### config.mk
export PLATFORM = sky130hd
export DESIGN_NAME = uart_string_rx
export DESIGN_NICKNAME = d
export VERILOG_FILES = /design/src/rtl/uart_string_rx.sv
export SDC_FILE = /design/constraint.sdc
export NUM_CORES = 1
export LEC_CHECK = 0
export ABC_AREA = 1
export CORE_UTILIZATION = 55
export CTS_CLUSTER_SIZE = 40
export DETAILED_ROUTE_END_ITERATION = 10
export PLACE_DENSITY = 0.77
export SKIP_CTS_REPAIR_TIMING = 1
export SYNTH_ARGS = -nofsm -noshare
export SYNTH_HDL_FRONTEND = slang
export SYNTH_SLANG_ARGS = --single-unit
### constraint.sdc
create_clock -name clk_i -period 2 [get_ports clk_i]
set_input_delay 0.5 -clock clk_i [delete_from_list [all_inputs] [get_ports clk_i]]
set_output_delay 0.5 -clock clk_i [all_outputs]
set_load 0.02 [all_outputs]
### src/rtl/uart_string_rx.sv
// uart_string_rx
// 8N1 UART receiver that writes each good byte into a 2^ADDR_W-byte string
// buffer at an incrementing address. A received 0x00 ends the string: it
// pulses done_o together with the write and rewinds the write pointer.
//
// Ports:
//   clk_i        system clock, all logic on the rising edge
//   rst_i        synchronous active-high reset
//   line_i       asynchronous serial input, idle high
//   data_o       received byte, valid while we_o=1 (held until next write)
//   addr_o       buffer write address, valid while we_o=1 (held until next write)
//   we_o         one-cycle write strobe per good byte
//   done_o       one-cycle pulse with we_o when the byte written is 0x00
//   frame_err_o  one-cycle pulse when the stop bit is sampled low
//   overflow_o   one-cycle pulse when a non-null byte lands on the last address
//   busy_o       high from start-bit detect until the frame ends
module uart_string_rx #(
  parameter int CLKS_PER_BIT = 208,
  parameter int ADDR_W       = 4
) (
  input  logic              clk_i,
  input  logic              rst_i,
  input  logic              line_i,
  output logic [7:0]        data_o,
  output logic [ADDR_W-1:0] addr_o,
  output logic              we_o,
  output logic              done_o,
  output logic              frame_err_o,
  output logic              overflow_o,
  output logic              busy_o
);

  localparam int CNT_W = $clog2(CLKS_PER_BIT);
  localparam logic [CNT_W-1:0]  CNT_HALF = CNT_W'(CLKS_PER_BIT / 2 - 1);
  localparam logic [CNT_W-1:0]  CNT_FULL = CNT_W'(CLKS_PER_BIT - 1);
  localparam logic [ADDR_W-1:0] PTR_LAST = {ADDR_W{1'b1}};

  typedef enum logic [2:0] {
    WAIT_IDLE,
    IDLE,
    START,
    DATA,
    STOP
  } state_t;

  state_t            state_q, state_d;
  logic [CNT_W-1:0]  cnt_q, cnt_d;
  logic [2:0]        bit_q, bit_d;
  logic [7:0]        shreg_q, shreg_d;
  logic [ADDR_W-1:0] ptr_q, ptr_d;
  logic [7:0]        data_d;
  logic [ADDR_W-1:0] addr_d;
  logic              we_d, done_d, ferr_d, ovf_d, busy_d;

  // Synchronizer stage: rx_p0 -> rx_p1, both reset to idle-high
  logic rx_p0, rx_p1;
  logic rx;
  // Tracks whether rx_p1 already holds a real sample of line_i rather than
  // the reset value; without it a line held low through reset would look
  // high for two cycles after release and then be taken as a start bit.
  logic [1:0] sync_vld_q;

  always_ff @(posedge clk_i) begin
    if (rst_i) begin
      rx_p0      <= 1'b1;
      rx_p1      <= 1'b1;
      sync_vld_q <= 2'b00;
    end else begin
      rx_p0      <= line_i;
      rx_p1      <= rx_p0;
      sync_vld_q <= {sync_vld_q[0], 1'b1};
    end
  end

  assign rx = rx_p1;

  // Frame FSM: next-state and registered-output logic
  always_comb begin
    state_d = state_q;
    cnt_d   = cnt_q;
    bit_d   = bit_q;
    shreg_d = shreg_q;
    ptr_d   = ptr_q;
    data_d  = data_o;
    addr_d  = addr_o;
    we_d    = 1'b0;
    done_d  = 1'b0;
    ferr_d  = 1'b0;
    ovf_d   = 1'b0;
    busy_d  = busy_o;

    case (state_q)
      WAIT_IDLE: begin
        if (rx && sync_vld_q[1]) begin
          state_d = IDLE;
          busy_d  = 1'b0;
        end
      end

      IDLE: begin
        if (!rx) begin
          state_d = START;
          cnt_d   = '0;
          busy_d  = 1'b1;
        end
      end

      START: begin
        if (cnt_q == CNT_HALF) begin
          if (rx) begin
            // Line went back high before mid start bit: glitch
            state_d = IDLE;
            busy_d  = 1'b0;
          end else begin
            state_d = DATA;
            cnt_d   = '0;
            bit_d   = 3'd0;
          end
        end else begin
          cnt_d = cnt_q + CNT_W'(1);
        end
      end

      DATA: begin
        if (cnt_q == CNT_FULL) begin
          shreg_d[bit_q] = rx;
          cnt_d          = '0;
          if (bit_q == 3'd7) begin
            state_d = STOP;
          end else begin
            bit_d = bit_q + 3'd1;
          end
        end else begin
          cnt_d = cnt_q + CNT_W'(1);
        end
      end

      STOP: begin
        if (cnt_q == CNT_FULL) begin
          cnt_d = '0;
          if (rx) begin
            state_d = IDLE;
            busy_d  = 1'b0;
            we_d    = 1'b1;
            data_d  = shreg_q;
            addr_d  = ptr_q;
            if (shreg_q == 8'h00) begin
              done_d = 1'b1;
              ptr_d  = '0;
            end else if (ptr_q == PTR_LAST) begin
              ovf_d = 1'b1;
              ptr_d = '0;
            end else begin
              ptr_d = ptr_q + ADDR_W'(1);
            end
          end else begin
            // Bad stop bit: drop the byte and wait for the line to recover;
            // busy stays high until it does.
            state_d = WAIT_IDLE;
            ferr_d  = 1'b1;
          end
        end else begin
          cnt_d = cnt_q + CNT_W'(1);
        end
      end

      default: begin
        state_d = WAIT_IDLE;
      end
    endcase
  end

  // Register stage: state, counters, pointer and outputs
  always_ff @(posedge clk_i) begin
    if (rst_i) begin
      state_q     <= WAIT_IDLE;
      cnt_q       <= '0;
      bit_q       <= 3'd0;
      ptr_q       <= '0;
      data_o      <= 8'h00;
      addr_o      <= '0;
      we_o        <= 1'b0;
      done_o      <= 1'b0;
      frame_err_o <= 1'b0;
      overflow_o  <= 1'b0;
      busy_o      <= 1'b0;
    end else begin
      state_q     <= state_d;
      cnt_q       <= cnt_d;
      bit_q       <= bit_d;
      ptr_q       <= ptr_d;
      data_o      <= data_d;
      addr_o      <= addr_d;
      we_o        <= we_d;
      done_o      <= done_d;
      frame_err_o <= ferr_d;
      overflow_o  <= ovf_d;
      busy_o      <= busy_d;
    end
  end

  // Shift register carries data only; every bit is rewritten before use
  always_ff @(posedge clk_i) begin
    shreg_q <= shreg_d;
  end

endmodule

Yosys cells after proc, flatten, opt, wreduce, memory -nomap -nowiden:

Index checks and enable logic that the tools add are counted.

* bits in registers: 47
* output and inout bits: 17
* word-level logic and storage cells: 90

* add/sub/neg operators: 3
* $lt $le $gt $ge: 2
* equal/unequal tests: 16
* mux-type cells: 34
* bitwise gates (word level): 3
* reductions and logical operators: 16

Operator list (count)
* 3-bit 2-to-1 mux: 10
* 8-bit 2-to-1 mux: 3
* 8-bit one-hot mux with 3 select lines: 1
* 2-bit inequality test (second input constant): 8
* 3-bit one-hot mux with 5 select lines: 1
* 1-bit 2-to-1 mux: 12
* 5-bit AND reduction: 2
* 8-bit by 1-bit adder with 8-bit output (second input constant): 1
* 8-bit bitwise mux: 1
* 8-bit by 7-bit equality test with 1-bit output (second input constant): 1
* 8-bit equality test (second input constant): 1
* 8-bit zero test: 1
* 4-bit 2-to-1 mux: 2
* 3-bit by 2-bit equality test with 1-bit output (second input constant): 2
* 3-bit equality test (second input constant): 2
* 3-bit one-hot mux with 2 select lines: 1
* 6-bit AND reduction: 1
* 5-bit OR reduction: 1
* 4-bit by 1-bit adder with 4-bit output (second input constant): 1
* 4-bit equality test (second input constant): 1
* 3-bit by 4-bit less-than comparator with 1-bit output (second input constant): 1
* 1-bit one-hot mux with 4 select lines: 1
* 4-bit nonzero test: 1
* 4-bit OR reduction: 1
* other kinds (14): 17

Longest topological paths before layout:

* word-level depth: 5
* gate-level depth with buffers: 11
* mapped depth without buffers: 11

Least setup slack after synthesis:

OpenSTA, ideal clock, no wires.

* path type: register to register
* start point: register cnt_q[0]
* end point: register shreg_q[1], enable pin
* library setup time: 312 ps
* data arrival time: 1203 ps
* path slack: 485 ps
* cell stages (with the launch flop): 8
* clock period less this slack: 1515 ps
* cell sequence: dfxtp_1 > ha_1 > nand2_2 > nor2_4 > inv_1 > nor2_1 > nand3_1 > nor3_1

* longest elaborated chain between the ends: 2

RTL lines
* start: declaration: line 47 `logic [CNT_W-1:0] cnt_q, cnt_d;`
* start signal: assignment: line 189 `cnt_q <= cnt_d;`
* 8-bit equality test: line 125 `if (cnt_q == CNT_FULL) begin`
* 2-bit AND reduction (no line)
* end signal: assignment: line 204 `shreg_q <= shreg_d;`
* end: declaration: line 49 `logic [7:0] shreg_q, shreg_d;`

No other way between the ends.
A chain may end at the register's enable or synchronous reset.

Final worst setup path:

* start point: register data_o[6]
* end point: output data_o[6]

RTL lines
* start: declaration: line 24 `output logic [7:0] data_o,`
* start signal: assignment: line 192 `data_o <= data_d;`

No word-level cell between the ends.

==> summary.txt <==
Place
  – Hpwl dp: 3220 um
  – Placer congestion estimate: 0.814
  – Port buffer count: 19

Setup path
  – RR Startpoint: cnt_q[0]
  – Worst R2R Path Depth: 7
  – CP required: 1.50 ns
  – Crit path buf inv count: 1
  – Delay-heaviest family, CP: buffers and inverters
  – Crit path launch type: flip-flop
  – Crit-path max FO: 2
  – Reg-to-Reg End: shreg_q[3]
  – Setup crit end kind: primary output
  – Worst Path Class, Setup: flip-flop to primary output
  – Internal reg-to-reg setup slack: 0.27 ns
  – Max incr delay on CP: 0.62 ns
  – Crit path cell chain: clkdlybuf4s50_1
  – Slowest CP cell: clkdlybuf4s50_1
  – Arr. time, crit path: 1.30 ns

Logic synthesis
  – Post-synthesis sequential area ratio: 0.467
  – Mapped Nets: 297
  – Synth area leaders: dfxtp_1 (36%), edfxtp_1 (11%), nand2_1 (10%)
  – Mapped cell area: 0.00219 mm2
  – Syn Inst Count: 290
  – Seq cells post-synth: 47
  – Synth top area share: 0.357
  – Synth warnings: 0
  – Post-synth EDFFs: 8
  – Async SR Flop Fraction: 0
  – Synthesized area per cell: 7.54 um2
  – Distinct cells, synth: 29
  – Dominant synthesized flop cell: dfxtp_1
  – Dominant cell type by area after synthesis: dfxtp_1

Clock tree
  – TritonCTS buffer count: 5
  – Clock insertion delay at the later pin of the skew report: 0.31 ns
  – Clock tree buffer depth: 2
  – CTS tree: yes
  – H-tree depth: 2
  – Clock slew at the register clock pins of the worst setup and hold paths: 0.08 ns
  – CTS root buffer: clkbuf_8
  – CTS sink cnt: 47

Timing
  – Final min period: 1.80 ns
  – Fmax: 556 MHz
  – Worst-margin pin slew: 0.272 ns
  – Setup TNS: 0 ns
  – Worst hold slack: 0.418 ns
  – Setup-failing EPs final: 0
  – Unrepaired setup endpoints after global routing: false
  – Max-slew violations: 0
  – Final Hold Fails: 0
  – Worst Skew: 0.00618 ns
  – Slew headroom: 0.818
  – Tcrit/Tclk final: 0.899

Power
  – Leak: 0.00110 uW
  – Maximum vdd drop: 0.730 mV
  – Power Density: 897 mW/mm2

Floorplanning
  – Initial Util: 0.584
  – Die Ht: 65.0 um
  – Io pins: 20
  – Core Area: 0.00374 mm2
  – Die X: 65.0 um
  – Die area: 0.00423 mm2
  – Num rows: 22

Cells and area
  – Share of cells above drive strength 1: 0.123
  – Leading cell types in the layout, fill and taps excluded: nand2_1 (60), nor2_1 (46), dfxtp_1 (39)
  – Net count, final: 323
  – Most common cell after layout, fill and taps aside: nand2_1
  – N_diodes: 0
  – Area growth, synth to finish: 17.2%

Global routing
  – GRT Total Usage: 0.235
  – GR Overflow Total: 0
  – Largest net degree at the start of global routing: 16
  – Number of global-route vias before repair: 1,735
  – Initial antenna violation count: 0
  – Wire length of the first global-routing pass: 7550 um

Route
  – Post-Route WL: 4360 um
  – Total number of vias: 1,848
  – DR pass1 iterations: 4
  – Post-route ant nets: 0
  – Vias per Instance: 5.06
  – Wire length per cell: 11.9 um
  – Detailed Route Iter0 Violations: 116
  – Drt drc: 0

Min path
  – End of the worst hold path: rx
  – Worst min-delay path startpoint: rx_p0
  – WHS Path Cells: 1
  – Hold Path Class: flip-flop to flip-flop

Run
  – Max Cap Violations: 0

Run status
  – Status: finished, final reports clean
-- synthesized netlist by cell type, types with 3 or more instances --
library cell	instances
nor2_1	46
ha_1	4
a21oi_1	17
nand2_2	7
o21ai_0	21
inv_2	5
dfxtp_1	39
nor3_1	11
nand2_1	60
nand3_1	12
inv_1	34
edfxtp_1	8
nor2_4	3
-- how the worst max path moves through the flow --
stage	startpoint	end	slack [ns]	cells after the start
final	data_o[6]	data_o[6]	0.20	1
after global routing	cnt_q[0]	shreg_q[3]	0.1	7
after CTS	addr_o[2]	addr_o[2]	0.19	1
after detailed placement	cnt_q[0]	shreg_q[5]	0.27	7
after global placement	cnt_q[0]	shreg_q[7]	0.33	7
after floorplan	cnt_q[0]	shreg_q[1]	0.48	7
-- state kept, by name, summed over array words and instances (netlist names) --
name         count
cnt_q            8
bit_q            3
sync_vld_q       2
shreg_q          8
we_o             1
data_o           8
busy_o           1
addr_o           4
state_q          3
ptr_q            4
done_o           1
overflow_o       1
frame_err_o      1
rx               1
rx_p0            1
-- layer usage --
| layer | vias to the layer above | track usage | wire, um |
|---|---|---|---|
| met5 | - | 0 | 0 |
| met4 | 0 | 0.0897 | 61 |
| met3 | 6 | 0.0423 | 181 |
| met2 | 29 | 0.397 | 2060 |
| met1 | 837 | 0.297 | 2060 |
| li1 | 976 | - | - |
-- report_power, final --
part	total (uW)	internal [uW]	switching (uW)
logic	525	178	348
clock network	703	372	330
registers	1070	1010	58.5
total	2300	1560	737
-- cell type report --
class / count / area (um2)
Tap cell: 48 / 60.1
Inverter: 39 / 146
Fill cell: 341 / 1180
Multi-Input combinational cell: 198 / 986
Clock buffer: 5 / 68.8
Timing Repair Buffer: 25 / 235
Sequential cell: 47 / 1020
Clock inverter: 3 / 43.8
-- logic make-up after synthesis --
| kind of cell | Yosys count | synth area share |
|---|---|---|
| buffers and inverters | 45 | 0.0819 |
| AND/OR/NAND/NOR | 151 | 0.323 |
| XOR/XNOR | 2 | 0.00802 |
| adder cells (fa/ha/maj) | 4 | 0.0229 |
| flip-flops | 47 | 0.467 |
| AO/OA/AOI/OAI | 41 | 0.0967 |
-- metrics by stage --
step / utilization / worst slack [ns] / area (um2) / total power, uW / std cells
finish: 0.684 / 0.203 / 2560 / 2300 / 365
global route: 0.684 / 0.0967 / 2560 / 2430 / 365
CTS: 0.684 / 0.191 / 2560 / 2310 / 365
detailed placement: 0.654 / 0.274 / 2450 / 1610 / 357
global placement: 0.654 / 0.331 / 2450 / 1590 / 357
floorplan: - / 0.485 / 2190 / 1490 / 290
(Power assumes the default switching activity.)
